--- src/rtl/sq_iter_sched_if.sv ---
// sq_iter_sched_if: job config, squarer control and result handshake bundle for sq_iter_sched.
interface sq_iter_sched_if #(
    parameter int T_LEN    = 64,
    parameter int SQ_BITS  = 128,
    parameter int CKPT_LEN = 32
);
    logic                cfg_valid;
    logic                cfg_ready;
    logic [T_LEN-1:0]    cfg_t_start;
    logic [T_LEN-1:0]    cfg_t_final;
    logic [CKPT_LEN-1:0] cfg_ckpt_interval;
    logic [SQ_BITS-1:0]  cfg_sq_in;
    logic                abort;
    logic                sq_reset;
    logic                sq_start;
    logic [SQ_BITS-1:0]  sq_in;
    logic                sq_valid;
    logic [SQ_BITS-1:0]  sq_out;
    logic                res_valid;
    logic                res_ready;
    logic [T_LEN-1:0]    res_t;
    logic [SQ_BITS-1:0]  res_sq;
    logic [1:0]          res_status;
    logic [15:0]         drop_count;
    logic                busy;

    modport master (
        output cfg_valid, cfg_t_start, cfg_t_final, cfg_ckpt_interval, cfg_sq_in, abort,
               sq_valid, sq_out, res_ready,
        input  cfg_ready, sq_reset, sq_start, sq_in, res_valid, res_t, res_sq, res_status,
               drop_count, busy
    );

    modport slave (
        input  cfg_valid, cfg_t_start, cfg_t_final, cfg_ckpt_interval, cfg_sq_in, abort,
               sq_valid, sq_out, res_ready,
        output cfg_ready, sq_reset, sq_start, sq_in, res_valid, res_t, res_sq, res_status,
               drop_count, busy
    );
endinterface

--- src/rtl/sq_iter_sched.sv ---
// sq_iter_sched: sequences the modular squarer for a job, posting checkpoints and a terminal result.
module sq_iter_sched #(
    parameter int T_LEN       = 64,
    parameter int SQ_BITS     = 128,
    parameter int CKPT_LEN    = 32,
    parameter int WDOG_CYCLES = 4096
) (
    input logic           clk,
    input logic           reset_n,
    sq_iter_sched_if.slave bus
);
    localparam int WW = WDOG_CYCLES > 0 ? $clog2(WDOG_CYCLES + 1) : 1;
    localparam logic [WW-1:0] WDOG_LAST = WW'(WDOG_CYCLES > 0 ? WDOG_CYCLES - 1 : 0);

    typedef enum logic [2:0] {IDLE, LOAD, START, RUN, DONE} state_t;

    state_t              state;
    logic [T_LEN-1:0]    t_cur, t_fin, t_nx, t_post;
    logic [CKPT_LEN-1:0] ival, ckpt, ckpt_nx;
    logic [SQ_BITS-1:0]  last, last_post;
    logic [WW-1:0]       wdog;
    logic                step, fin, ld_fin, ab, tout, hard, ckp, stall, drop;
    logic [1:0]          st_hard;

    assign step    = state == RUN && bus.sq_valid;
    assign t_nx    = t_cur + 1'b1;
    assign ckpt_nx = ckpt + 1'b1;
    assign fin     = step && t_nx == t_fin;
    assign ld_fin  = state == LOAD && t_cur == t_fin;
    assign ab      = bus.abort && (state == LOAD || state == START || state == RUN);
    assign tout    = WDOG_CYCLES != 0 && state == RUN && !bus.sq_valid && wdog == WDOG_LAST;
    assign hard    = fin || ld_fin || ab || tout;
    assign ckp     = step && ival != '0 && ckpt_nx == ival && !hard;
    assign stall   = bus.res_valid && !bus.res_ready;
    assign drop    = stall && (ckp || (hard && bus.res_status == 2'd0));
    assign st_hard = (fin || ld_fin) ? 2'd1 : ab ? 2'd2 : 2'd3;
    // Every result reports the post-update position; last tracks sq_in until the first sq_valid.
    assign t_post    = step ? t_nx : t_cur;
    assign last_post = step ? bus.sq_out : last;

    assign bus.cfg_ready = state == IDLE;
    assign bus.busy      = state != IDLE;
    assign bus.sq_reset  = state == IDLE || state == DONE;
    assign bus.sq_start  = state == START;

    always_ff @(posedge clk or negedge reset_n) begin
        if (!reset_n) begin
            state          <= IDLE;
            bus.res_valid  <= 1'b0;
            bus.res_status <= 2'd0;
            bus.res_t      <= '0;
            bus.res_sq     <= '0;
            bus.drop_count <= '0;
        end else begin
            state <= hard ? DONE :
                     (state == IDLE && bus.cfg_valid) ? LOAD :
                     state == LOAD ? START :
                     state == START ? RUN :
                     (state == DONE && bus.res_valid && bus.res_ready) ? IDLE : state;
            if (hard || (ckp && !stall)) begin
                bus.res_valid  <= 1'b1;
                bus.res_t      <= t_post;
                bus.res_sq     <= last_post;
                bus.res_status <= hard ? st_hard : 2'd0;
            end else if (bus.res_ready) begin
                bus.res_valid <= 1'b0;
            end
            if (drop && bus.drop_count != 16'hFFFF)
                bus.drop_count <= bus.drop_count + 16'd1;
            if (state == IDLE && bus.cfg_valid)
                bus.drop_count <= '0;
        end
    end

    always_ff @(posedge clk) begin
        if (state == IDLE && bus.cfg_valid) begin
            t_cur      <= bus.cfg_t_start;
            t_fin      <= bus.cfg_t_final;
            ival       <= bus.cfg_ckpt_interval;
            ckpt       <= '0;
            last       <= bus.cfg_sq_in;
            bus.sq_in  <= bus.cfg_sq_in;
        end else if (step) begin
            t_cur <= t_nx;
            last  <= bus.sq_out;
            ckpt  <= ckpt_nx == ival ? '0 : ckpt_nx;
        end
        wdog <= (state == RUN && !bus.sq_valid) ? wdog + 1'b1 : '0;
    end
endmodule
--- src/flat_wrapper.sv ---
// flat-port wrapper written by rule: the top's interface ports become plain ports
module sq_iter_sched_flat 
#(
    parameter int T_LEN       = 64,
    parameter int SQ_BITS     = 128,
    parameter int CKPT_LEN    = 32,
    parameter int WDOG_CYCLES = 4096
)
  (clk, reset_n, bus_cfg_valid, bus_cfg_t_start, bus_cfg_t_final, bus_cfg_ckpt_interval, bus_cfg_sq_in, bus_abort, bus_sq_valid, bus_sq_out, bus_res_ready, bus_cfg_ready, bus_sq_reset, bus_sq_start, bus_sq_in, bus_res_valid, bus_res_t, bus_res_sq, bus_res_status, bus_drop_count, bus_busy);
  sq_iter_sched_if #(.T_LEN(T_LEN), .SQ_BITS(SQ_BITS), .CKPT_LEN(CKPT_LEN)) bus_i ();
  input logic clk;
  input logic reset_n;
  input wire logic [$bits(bus_i.cfg_valid)-1:0] bus_cfg_valid;
  input wire logic [$bits(bus_i.cfg_t_start)-1:0] bus_cfg_t_start;
  input wire logic [$bits(bus_i.cfg_t_final)-1:0] bus_cfg_t_final;
  input wire logic [$bits(bus_i.cfg_ckpt_interval)-1:0] bus_cfg_ckpt_interval;
  input wire logic [$bits(bus_i.cfg_sq_in)-1:0] bus_cfg_sq_in;
  input wire logic [$bits(bus_i.abort)-1:0] bus_abort;
  input wire logic [$bits(bus_i.sq_valid)-1:0] bus_sq_valid;
  input wire logic [$bits(bus_i.sq_out)-1:0] bus_sq_out;
  input wire logic [$bits(bus_i.res_ready)-1:0] bus_res_ready;
  output wire logic [$bits(bus_i.cfg_ready)-1:0] bus_cfg_ready;
  output wire logic [$bits(bus_i.sq_reset)-1:0] bus_sq_reset;
  output wire logic [$bits(bus_i.sq_start)-1:0] bus_sq_start;
  output wire logic [$bits(bus_i.sq_in)-1:0] bus_sq_in;
  output wire logic [$bits(bus_i.res_valid)-1:0] bus_res_valid;
  output wire logic [$bits(bus_i.res_t)-1:0] bus_res_t;
  output wire logic [$bits(bus_i.res_sq)-1:0] bus_res_sq;
  output wire logic [$bits(bus_i.res_status)-1:0] bus_res_status;
  output wire logic [$bits(bus_i.drop_count)-1:0] bus_drop_count;
  output wire logic [$bits(bus_i.busy)-1:0] bus_busy;
  assign bus_i.cfg_valid = bus_cfg_valid;
  assign bus_i.cfg_t_start = bus_cfg_t_start;
  assign bus_i.cfg_t_final = bus_cfg_t_final;
  assign bus_i.cfg_ckpt_interval = bus_cfg_ckpt_interval;
  assign bus_i.cfg_sq_in = bus_cfg_sq_in;
  assign bus_i.abort = bus_abort;
  assign bus_i.sq_valid = bus_sq_valid;
  assign bus_i.sq_out = bus_sq_out;
  assign bus_i.res_ready = bus_res_ready;
  assign bus_cfg_ready = bus_i.cfg_ready;
  assign bus_sq_reset = bus_i.sq_reset;
  assign bus_sq_start = bus_i.sq_start;
  assign bus_sq_in = bus_i.sq_in;
  assign bus_res_valid = bus_i.res_valid;
  assign bus_res_t = bus_i.res_t;
  assign bus_res_sq = bus_i.res_sq;
  assign bus_res_status = bus_i.res_status;
  assign bus_drop_count = bus_i.drop_count;
  assign bus_busy = bus_i.busy;
  sq_iter_sched #(.T_LEN(T_LEN), .SQ_BITS(SQ_BITS), .CKPT_LEN(CKPT_LEN), .WDOG_CYCLES(WDOG_CYCLES)) u_core (.clk(clk), .reset_n(reset_n), .bus(bus_i));
endmodule
--- config.mk ---
export PLATFORM = sky130hd
export DESIGN_NAME = sq_iter_sched_flat
export DESIGN_NICKNAME = d
export VERILOG_FILES = /design/src/rtl/sq_iter_sched_if.sv /design/src/rtl/sq_iter_sched.sv /design/src/flat_wrapper.sv
export SDC_FILE = /design/constraint.sdc
export NUM_CORES = 1
export LEC_CHECK = 0
export ABC_AREA = 1
export ABC_CLOCK_PERIOD_IN_PS = 10400
export CORE_AREA = 2 2 300 302
export DETAILED_ROUTE_END_ITERATION = 10
export DIE_AREA = 0 0 302 304
export GPL_TIMING_DRIVEN = 0
export PLACE_DENSITY = 0.69
export SYNTH_ARGS = -nofsm -noshare
export SYNTH_HDL_FRONTEND = slang
export SYNTH_SLANG_ARGS = --single-unit
--- constraint.sdc ---
create_clock -name clk -period 10.4 [get_ports clk]
set_input_delay 3.12 -clock clk [delete_from_list [all_inputs] [get_ports clk]]
set_output_delay 3.12 -clock clk [all_outputs]
set_load 0.005 [all_outputs]
Word level (Yosys, flattened, before mapping):

Cells that the tools add are included.
W data, S select, Z words.

* flip-flop bits (word level): 675
* output and inout bits: 343
* logic and storage cells: 79

* equality and inequality tests: 9
* $add $sub $neg: 4
* reduce and logical (&&, ||, !) cells: 36
* muxes and demuxes: 17

Operator list (count)
* $mux W128: 2
* $eq A64 B64 Y1: 2
* $mux W64: 2
* $add A64 B1 Y64 const B: 1
* $add A32 B1 Y32 const B: 1
* $eq A32 B32 Y1: 1
* $mux W16: 2
* $mux W32: 1
* $reduce_bool A32 Y1: 1
* $logic_and A1 B1 Y1: 17
* $add A16 B1 Y16 const B: 1
* $ne A16 B16 Y1 const B: 1
* $mux W3: 5
* $add A13 B1 Y13 const B: 1
* $eq A13 B12 Y1 const B: 1
* $logic_or A1 B1 Y1: 8
* $eq A3 B2 Y1 const B: 2
* $reduce_bool A5 Y1: 1
* $logic_not A1 Y1: 4
* $mux W2: 2
* $reduce_bool A2 Y1: 2
* $eq A3 B1 Y1 const B: 1
* $eq A3 B3 Y1 const B: 1
* $logic_not A3 Y1: 1
* 3 further kinds: 5

Longest topological paths before layout:

Gate-level depths: netlist (run 1).

* depth after elaboration: 13
* gate-level depth with buffers: 24
* depth with buffers taken out: 22

Least setup slack after synthesis (run 1):

No wires, ideal clock.

* path type: input port to flip-flop
* from: in bus_cfg_valid
* to: reg u_core.bus.sq_in[0], enable pin
* required time: 9.724 ns
* data arrival time: 9.786 ns
* library setup time: 0.676 ns
* stages: 4
* slack: -0.062 ns
* cell sequence: nand2_1 -> inv_1 -> clkbuf_1 -> clkbuf_1

* longest elaborated chain between the ends: 1

RTL lines
* from (decl): line flat_wrapper.sv:13 `input wire logic [$bits(bus_i.cfg_valid)-1:0] bus_cfg_valid;`
* $logic_and A1 B1 Y1: line sq_iter_sched.sv:76 `if (state == IDLE && bus.cfg_valid) begin`
* to (signal assigned): line sq_iter_sched.sv:82 `bus.sq_in <= bus.cfg_sq_in;`
* to (decl): line sq_iter_sched_if.sv:37 `output cfg_ready, sq_reset, sq_start, sq_in, res_valid, res_t, res_sq, res_status,`

No other way between the ends.
A chain may end at the register's enable or synchronous reset.

Final worst setup path (run 1):

* from: in bus_sq_valid
* to: reg u_core.bus.res_sq[0]

* longest elaborated chain between the ends: 9

RTL lines
* from (decl): line flat_wrapper.sv:19 `input wire logic [$bits(bus_i.sq_valid)-1:0] bus_sq_valid;`
* $logic_and A1 B1 Y1: line sq_iter_sched.sv:25 `assign step = state == RUN && bus.sq_valid;`
* $logic_and A1 B1 Y1: line sq_iter_sched.sv:28 `assign fin = step && t_nx == t_fin;`
* $logic_or A1 B1 Y1 (3 in series): line sq_iter_sched.sv:32 `assign hard = fin || ld_fin || ab || tout;`
* $logic_not A1 Y1: line sq_iter_sched.sv:33 `assign ckp = step && ival != '0 && ckpt_nx == ival && !hard;`
* $logic_and A1 B1 Y1: line sq_iter_sched.sv:33
* $logic_and A1 B1 Y1: line sq_iter_sched.sv:60 `if (hard || (ckp && !stall)) begin`
* $logic_or A1 B1 Y1: line sq_iter_sched.sv:60
* to (signal assigned): line sq_iter_sched.sv:63 `bus.res_sq <= last_post;`
* to (decl): line sq_iter_sched_if.sv:37

Several ways; a longest one is shown, not always the timed one.

==> metrics, run 1 <==
run status completed; Final Setup Violations 0; I/O pin total roughly 770; Post-synth EDFFs approximately 220; hold_buf cts 0; DRT Pass-1 Iters 8; worst rel slew slack 0.187; peak supply drop 0.173 mV; worst-path fanout max 10; Async S/R FF share, synth 0.317; Worst EP arrival 6.50 ns; Avg Inst Size Synth roughly 8.0 um^2; Netlist Area Pre-Place approximately 0.031 mm^2; P&R area growth vs syn 38.7%; depth of the worst hold-timing path 1; remaining global-route overflow 0; final wirelength roughly 130000 um; Syn Nets approximately 4.3k; # port buffers 764; initial antenna violation count 22; max incr delay on CP ~0.93 ns; Post-DP Area about 0.04 mm^2; total of max-cap violations 0; initial core utilization 0.345; Sink Count between 600 and 700; clock buffer depth 3; Setup WS pre-CTS around 3.9 ns; #FFs+latches synth slightly below 700; htree depth 3; vias in the first global route approximately 29k; routed len/inst 21.1 um; Hold WC Path Type reg2reg; minimum clock period around 5.9 ns; CTS Buf Count 79; first-pass GRT wire length 183000 um; share of post-route cells with drive strength above 1 0.0436; PnR worst setup slack 4.48 ns; final worst path period share 0.569; hold path startpoint u_core.wdog[0]$_SDFF_PN0_; fmax 169 MHz; Worst Tran Pin Value about 1.2 ns; R2R depth 23; RSZ-0062 raised after global routing no; required time of the critical path approximately 11 ns; cell mode on critical path nand2_1; Critical Path Sink Type flop; main flop type after synthesis dfxtp_1; nets between 5k and 6k; Worst setup SP type input port; Die H ~300 um; Yosys warnings 0; dpl hpwl 98700 um; Resize count post-CTS 0; Reg2Reg Launch Point u_core.t_cur[1]$_DFF_P_; Non-Filler Instances about 5.9k; Unique masters post-synth 42; crit path cell chain clkdlybuf4s50_1 > nand4_1 > clkbuf_1 > clkbuf_1 > clkbuf_1 > nand2_1 > nand2_1 > nand2_1 > nand2_1; final clock skew between 0.02 and 0.025 ns; via count 29.3k; DR iter-0 viols 2556; power per cell area about 270 mW/mm^2; dpl cells roughly 5.8k; # Post-CTS Setup Buffers 0; CP Launch Point bus_sq_valid; Reg clk slew, reported paths around 0.050 ns; CP max stage cell clkbuf_1; LEAKAGE 18.5 nW; routed vias/inst 4.94; Antenna Nets Post-Route 0; DR DRC count 0; Layout Cell Area excl Fill around 0.043 mm^2; RePlAce Congestion slightly below 1; core box area approximately 0.09 mm^2; clk_lat worst skew 0.67 ns; Crit path depth 9; sequential cell area fraction in the yosys report 0.547; Worst R2R Setup Slack ~6 ns; CTS tree done; WS Path Type in2reg; Slew Viols, Final 0; Buf/Inv on CP 4; cells after synthesis 3834; final hold viol count 0; FILL cells about 8.6k; delay-heaviest family, CP buffers and inverters; Die Width 302 um; Die ar. around 0.09 mm^2; pin count of the biggest net entering global routing 95; total track usage 0.267; Site Rows 110; post-layout util 0.479; root buf cell clkbuf_16
## cells in the final DEF (no fill, tap or decap), drive strengths merged, types with 43 or more instances in the layout
master         Yosys  layout
clkbuf            89     202
edfxtp           224     224
nor2             394     394
clkdlybuf4s50      0     763
xor2              83      83
buf               56      61
nand2           1737    1737
o21ai             54      54
nand3            153     153
nand4             66      66
inv              204     211
dfrtp            214     214
a31oi            129     129
a21oi             43      43
dfxtp            237     237
xnor2             51      51
## registers in the layout, summed over array words and instances, names as in the netlist
name and cells:
u_core.bus.res_valid 1, u_core.wdog 13, u_core.last 128, u_core.bus.res_sq 128, u_core.bus.res_t 64, u_core.bus.drop_count 16
u_core.bus.sq_in 128, u_core.ival 32, u_core.t_fin 64, u_core.ckpt 32, u_core.t_cur 64, u_core.bus.res_status 2
u_core.state 3
## synth_stat cells (18+ instances only)
cell,instances,share of area
inv_1,195,0.024
dfxtp_1,237,0.15
edfxtp_1,224,0.22
nand4_1,66,0.013
xnor2_1,51,0.015
nor3_1,21,0.0034
a31oi_1,129,0.026
o21ai_0,47,0.0077
dfrtp_1,214,0.17
buf_2,20,0.0033
a21oi_1,43,0.0070
nor2_1,375,0.046
nand3_1,151,0.025
nand3b_1,18,0.0044
xor2_1,83,0.024
clkbuf_1,89,0.011
nand2_1,1732,0.21
## where the power goes
part	internal, mW	leakage (nW)	switching (mW)	total, mW
Clock	1.67	1.28	1.18	2.85
Combinational	1.82	10.4	2.48	4.30
Sequential	3.72	6.75	0.544	4.27
## stage by stage
stage	hold WS (ns)	setup TNS (ns)	power, mW
4_1_cts	0.453	0	11.5
3_3_place_gp	0.431	-872.12	8.53
3_5_place_dp	0.445	0	8.57
6_report	0.447	0	11.4
2_1_floorplan	0.418	0	6.37
5_1_grt	0.465	0	12.1
## routing by layer
layer,wire [um],vias up,GRT usage
li1,-,14000,-
met1,53500,13900,0.349
met2,57700,1152,0.431
met3,9720,227,0.0637
met4,4280,24,0.0915
met5,164,-,0
## path summary, 6_finish.rpt
check	endpoint
min in group asynchronous	u_core.bus.res_t[7]$_DFFE_PN0P_
max in group asynchronous	u_core.bus.res_sq[10]$_DFFE_PN0P_
worst min-delay path	u_core.wdog[0]$_SDFF_PN0_
worst max-delay path	u_core.bus.res_sq[0]$_DFFE_PN0P_
worst min register to register	u_core.wdog[0]$_SDFF_PN0_
worst max register to register	u_core.bus.res_sq[0]$_DFFE_PN0P_
## cells by family after synthesis
group / count (synthesis) / synth area share
AOI/OAI and AO/OA: 250 / 0.0483
xor gates and xnor gates: 135 / 0.0389
adders and majority gates: 4 / 0.00163
buffers and inverters: 353 / 0.0483
DFF: 675 / 0.547
and+or+nand+nor: 2417 / 0.316
## layout make-up
cell class | instances | area, um^2 | area share
timing repair buffer | 768 | 7760 | 0.182
inverter | 208 | 781 | 0.0183
clock buffer | 113 | 2250 | 0.0527
multi-input combinational | 2806 | 12400 | 0.292
clock inverter | 34 | 395 | 0.00927
antenna | 7 | 17.5 | 0.000411
buffer | 145 | 714 | 0.0168
tap | 1176 | 1470 | 0.0345
sequential | 675 | 16800 | 0.395
## worst register-to-register path: cells and delay by family, from the launching register on
kind	cells	cell delay [ns]
adders and majority gates	1	0.32
DFF	1	0.49
AOI/OAI and AO/OA	1	0.09
and+or+nand+nor	17	2.67
buffers and inverters	4	0.83
(Power assumes the default switching activity.)
==> inputs of run 2 (changes only) <==
--- a/config.mk
+++ b/config.mk
@@ -6,12 +6,12 @@
 export NUM_CORES = 1
 export LEC_CHECK = 0
 export ABC_AREA = 1
-export ABC_CLOCK_PERIOD_IN_PS = 10400
-export CORE_AREA = 2 2 300 302
+export ABC_CLOCK_PERIOD_IN_PS = 5200
+export CORE_AREA = 2 2 298 300
 export DETAILED_ROUTE_END_ITERATION = 10
-export DIE_AREA = 0 0 302 304
+export DIE_AREA = 0 0 300 302
 export GPL_TIMING_DRIVEN = 0
-export PLACE_DENSITY = 0.69
+export PLACE_DENSITY = 0.72
 export SYNTH_ARGS = -nofsm -noshare
 export SYNTH_HDL_FRONTEND = slang
 export SYNTH_SLANG_ARGS = --single-unit
==> constraint.sdc (replaced) <==
create_clock -name clk -period 5.2 [get_ports clk]
set_input_delay 1.56 -clock clk [delete_from_list [all_inputs] [get_ports clk]]
set_output_delay 1.56 -clock clk [all_outputs]
set_load 0.005 [all_outputs]
==> run 2 against run 1 <==
Count of clock-buffer cells in the layout shrank 10; total power grew 99%; clock power grew 96%; die area shrank 1.3%; flip-flop and latch count is the same; global-route usage shrank 0.15 points; sequential power grew 100%; core utilization grew 0.70 points; first-iteration DRC count grew 10%; non-clock buffer count shrank 1; wire length shrank 0.16%.
==> metrics, run 2 (same netlist as run 1, synthesis figures left out) <==
Die Width about 300 um; FILL cells approximately 8.5k; Sink Count 675; clock buffer depth 3; LEAKAGE approximately 18 nW; final clock skew around 0.031 ns; commonest non-fill, non-tap cell in the layout nand2_1; clk_lat worst skew ~0.64 ns; Reg clk slew, reported paths 0.06 ns; RSZ-0062 raised after global routing no; minimum clock period between 4 and 5 ns; vias in the first global route around 28k; Critical Path Sink Type flop; final wirelength 125000 um; DR iter-0 viols 2815; via count between 20k and 30k; worst rel slew slack 0.0478; run status completed; remaining global-route overflow 0; Multi-input gate area 0.0124 mm^2; DRT Pass-1 Iters 8; WS Path Type in2reg; final worst path period share 0.886; final hold viol count 0; dpl hpwl 97100 um; WHS between 0.4 and 0.5 ns; R2R depth 20; most frequent cells in the layout 1732 x nand2_1, 763 x clkdlybuf4s50_1, 375 x nor2_1; share of post-route cells with drive strength above 1 0.0436; CTS tree done; Worst EP arrival between 4 and 5 ns; Top Metal Used met5; fmax 217 MHz; CTS Buf Count 78; Hold WC Path Type reg2reg; Die H between 300 and 400 um; initial antenna violation count 13; Slew Viols, Final 0; Metal-1 WL roughly 52000 um; hold_buf cts 0; DR DRC count 0; Worst R2R Setup Slack 0.75 ns; register area 0.0168 mm^2; # port buffers roughly 760; routed vias/inst between 5 and 6; nets 5107; Worst setup SP type input port; P&R area growth vs syn 38.4%; required time of the critical path 5.45 ns; htree depth 3; RePlAce Congestion 1.02; Final Setup Violations 0; worst-path fanout max 147; Antenna Nets Post-Route 0; depth of the worst hold-timing path 1; Site Rows roughly 110; initial core utilization 0.351; root buf cell clkbuf_16; final setup TNS 0 ns; Die ar. 0.0906 mm^2; I/O pin total around 770; total track usage 0.265; power per cell area 534 mW/mm^2; Top Registers u_core.bus.res_sq: 128 flops, u_core.bus.sq_in: 128 flops, u_core.last: 128 flops; Non-Filler Instances around 5.9k; Resize count post-CTS 0; Worst Tran Pin Value roughly 1.4 ns; dpl cells 5766; peak supply drop roughly 0.36 mV; core box area ~0.09 mm^2; pin count of the biggest net entering global routing ~150; first-pass GRT wire length approximately 180000 um; WL met2 between 50000 and 60000 um; total of max-cap violations 0; # Post-CTS Setup Buffers 0; metal3 WL roughly 11000 um; routed len/inst around 21 um
[run 2: through the flow]
stage / area, um^2 / power [mW] / setup WS, ns / utilization
after floorplan: 30700 / 12.7 / 1.04 / -
after global placement: 39900 / 17.0 / -7.95 / 0.455
after detailed placement: 40000 / 17.1 / -0.00542 / 0.456
after CTS: 42500 / 22.8 / 0.661 / 0.486
after global routing: 42500 / 24.0 / 0.454 / 0.486
final: 42600 / 22.7 / 0.595 / 0.486
[run 2: routing by layer]
layer  up-vias  track usage
li1      14000            -
met1     14000        0.351
met2      1317        0.428
met3       231       0.0623
met4        20       0.0894
met5         -            0
[run 2: area by class of cell]
| class | instances | share of cell area |
|---|---|---|
| inverters | 208 | 0.0183 |
| repair buffers | 767 | 0.182 |
| diodes | 4 | 0.000235 |
| well taps | 1165 | 0.0343 |
| plain buffers | 145 | 0.0171 |
| flip-flops and latches | 675 | 0.395 |
| multi-input cells | 2806 | 0.292 |
| clock buffers | 103 | 0.0502 |
| clock inverters | 40 | 0.0105 |
[run 2: where the power goes]
part	switching [mW]	total (mW)	internal [mW]	leakage, nW
sequential	1.10	8.54	7.44	6.75
clock	2.35	5.58	3.23	1.25
combinational	4.97	8.60	3.63	10.4
total	8.42	22.7	14.3	18.4
[run 2: path summary, 6_finish.rpt]
path                                            from                           endpoint
max                                    bus_cfg_valid         u_core.t_fin[36]$_DFFE_PP_
min                        u_core.wdog[0]$_SDFF_PN0_          u_core.wdog[0]$_SDFF_PN0_
max reg2reg                  u_core.t_cur[1]$_DFF_P_   u_core.bus.res_sq[2]$_DFFE_PN0P_
min reg2reg                u_core.wdog[0]$_SDFF_PN0_          u_core.wdog[0]$_SDFF_PN0_
max in group asynchronous                    reset_n  u_core.bus.res_sq[51]$_DFFE_PN0P_
min in group asynchronous                    reset_n    u_core.bus.res_t[7]$_DFFE_PN0P_
[run 2: critical path: stages]
cell	delay [ns]
clkdlybuf4s50_1	0.55
nand2_1	0.23
inv_1	0.13
clkbuf_1	1.05
clkbuf_16	0.56
buf_16	0.60
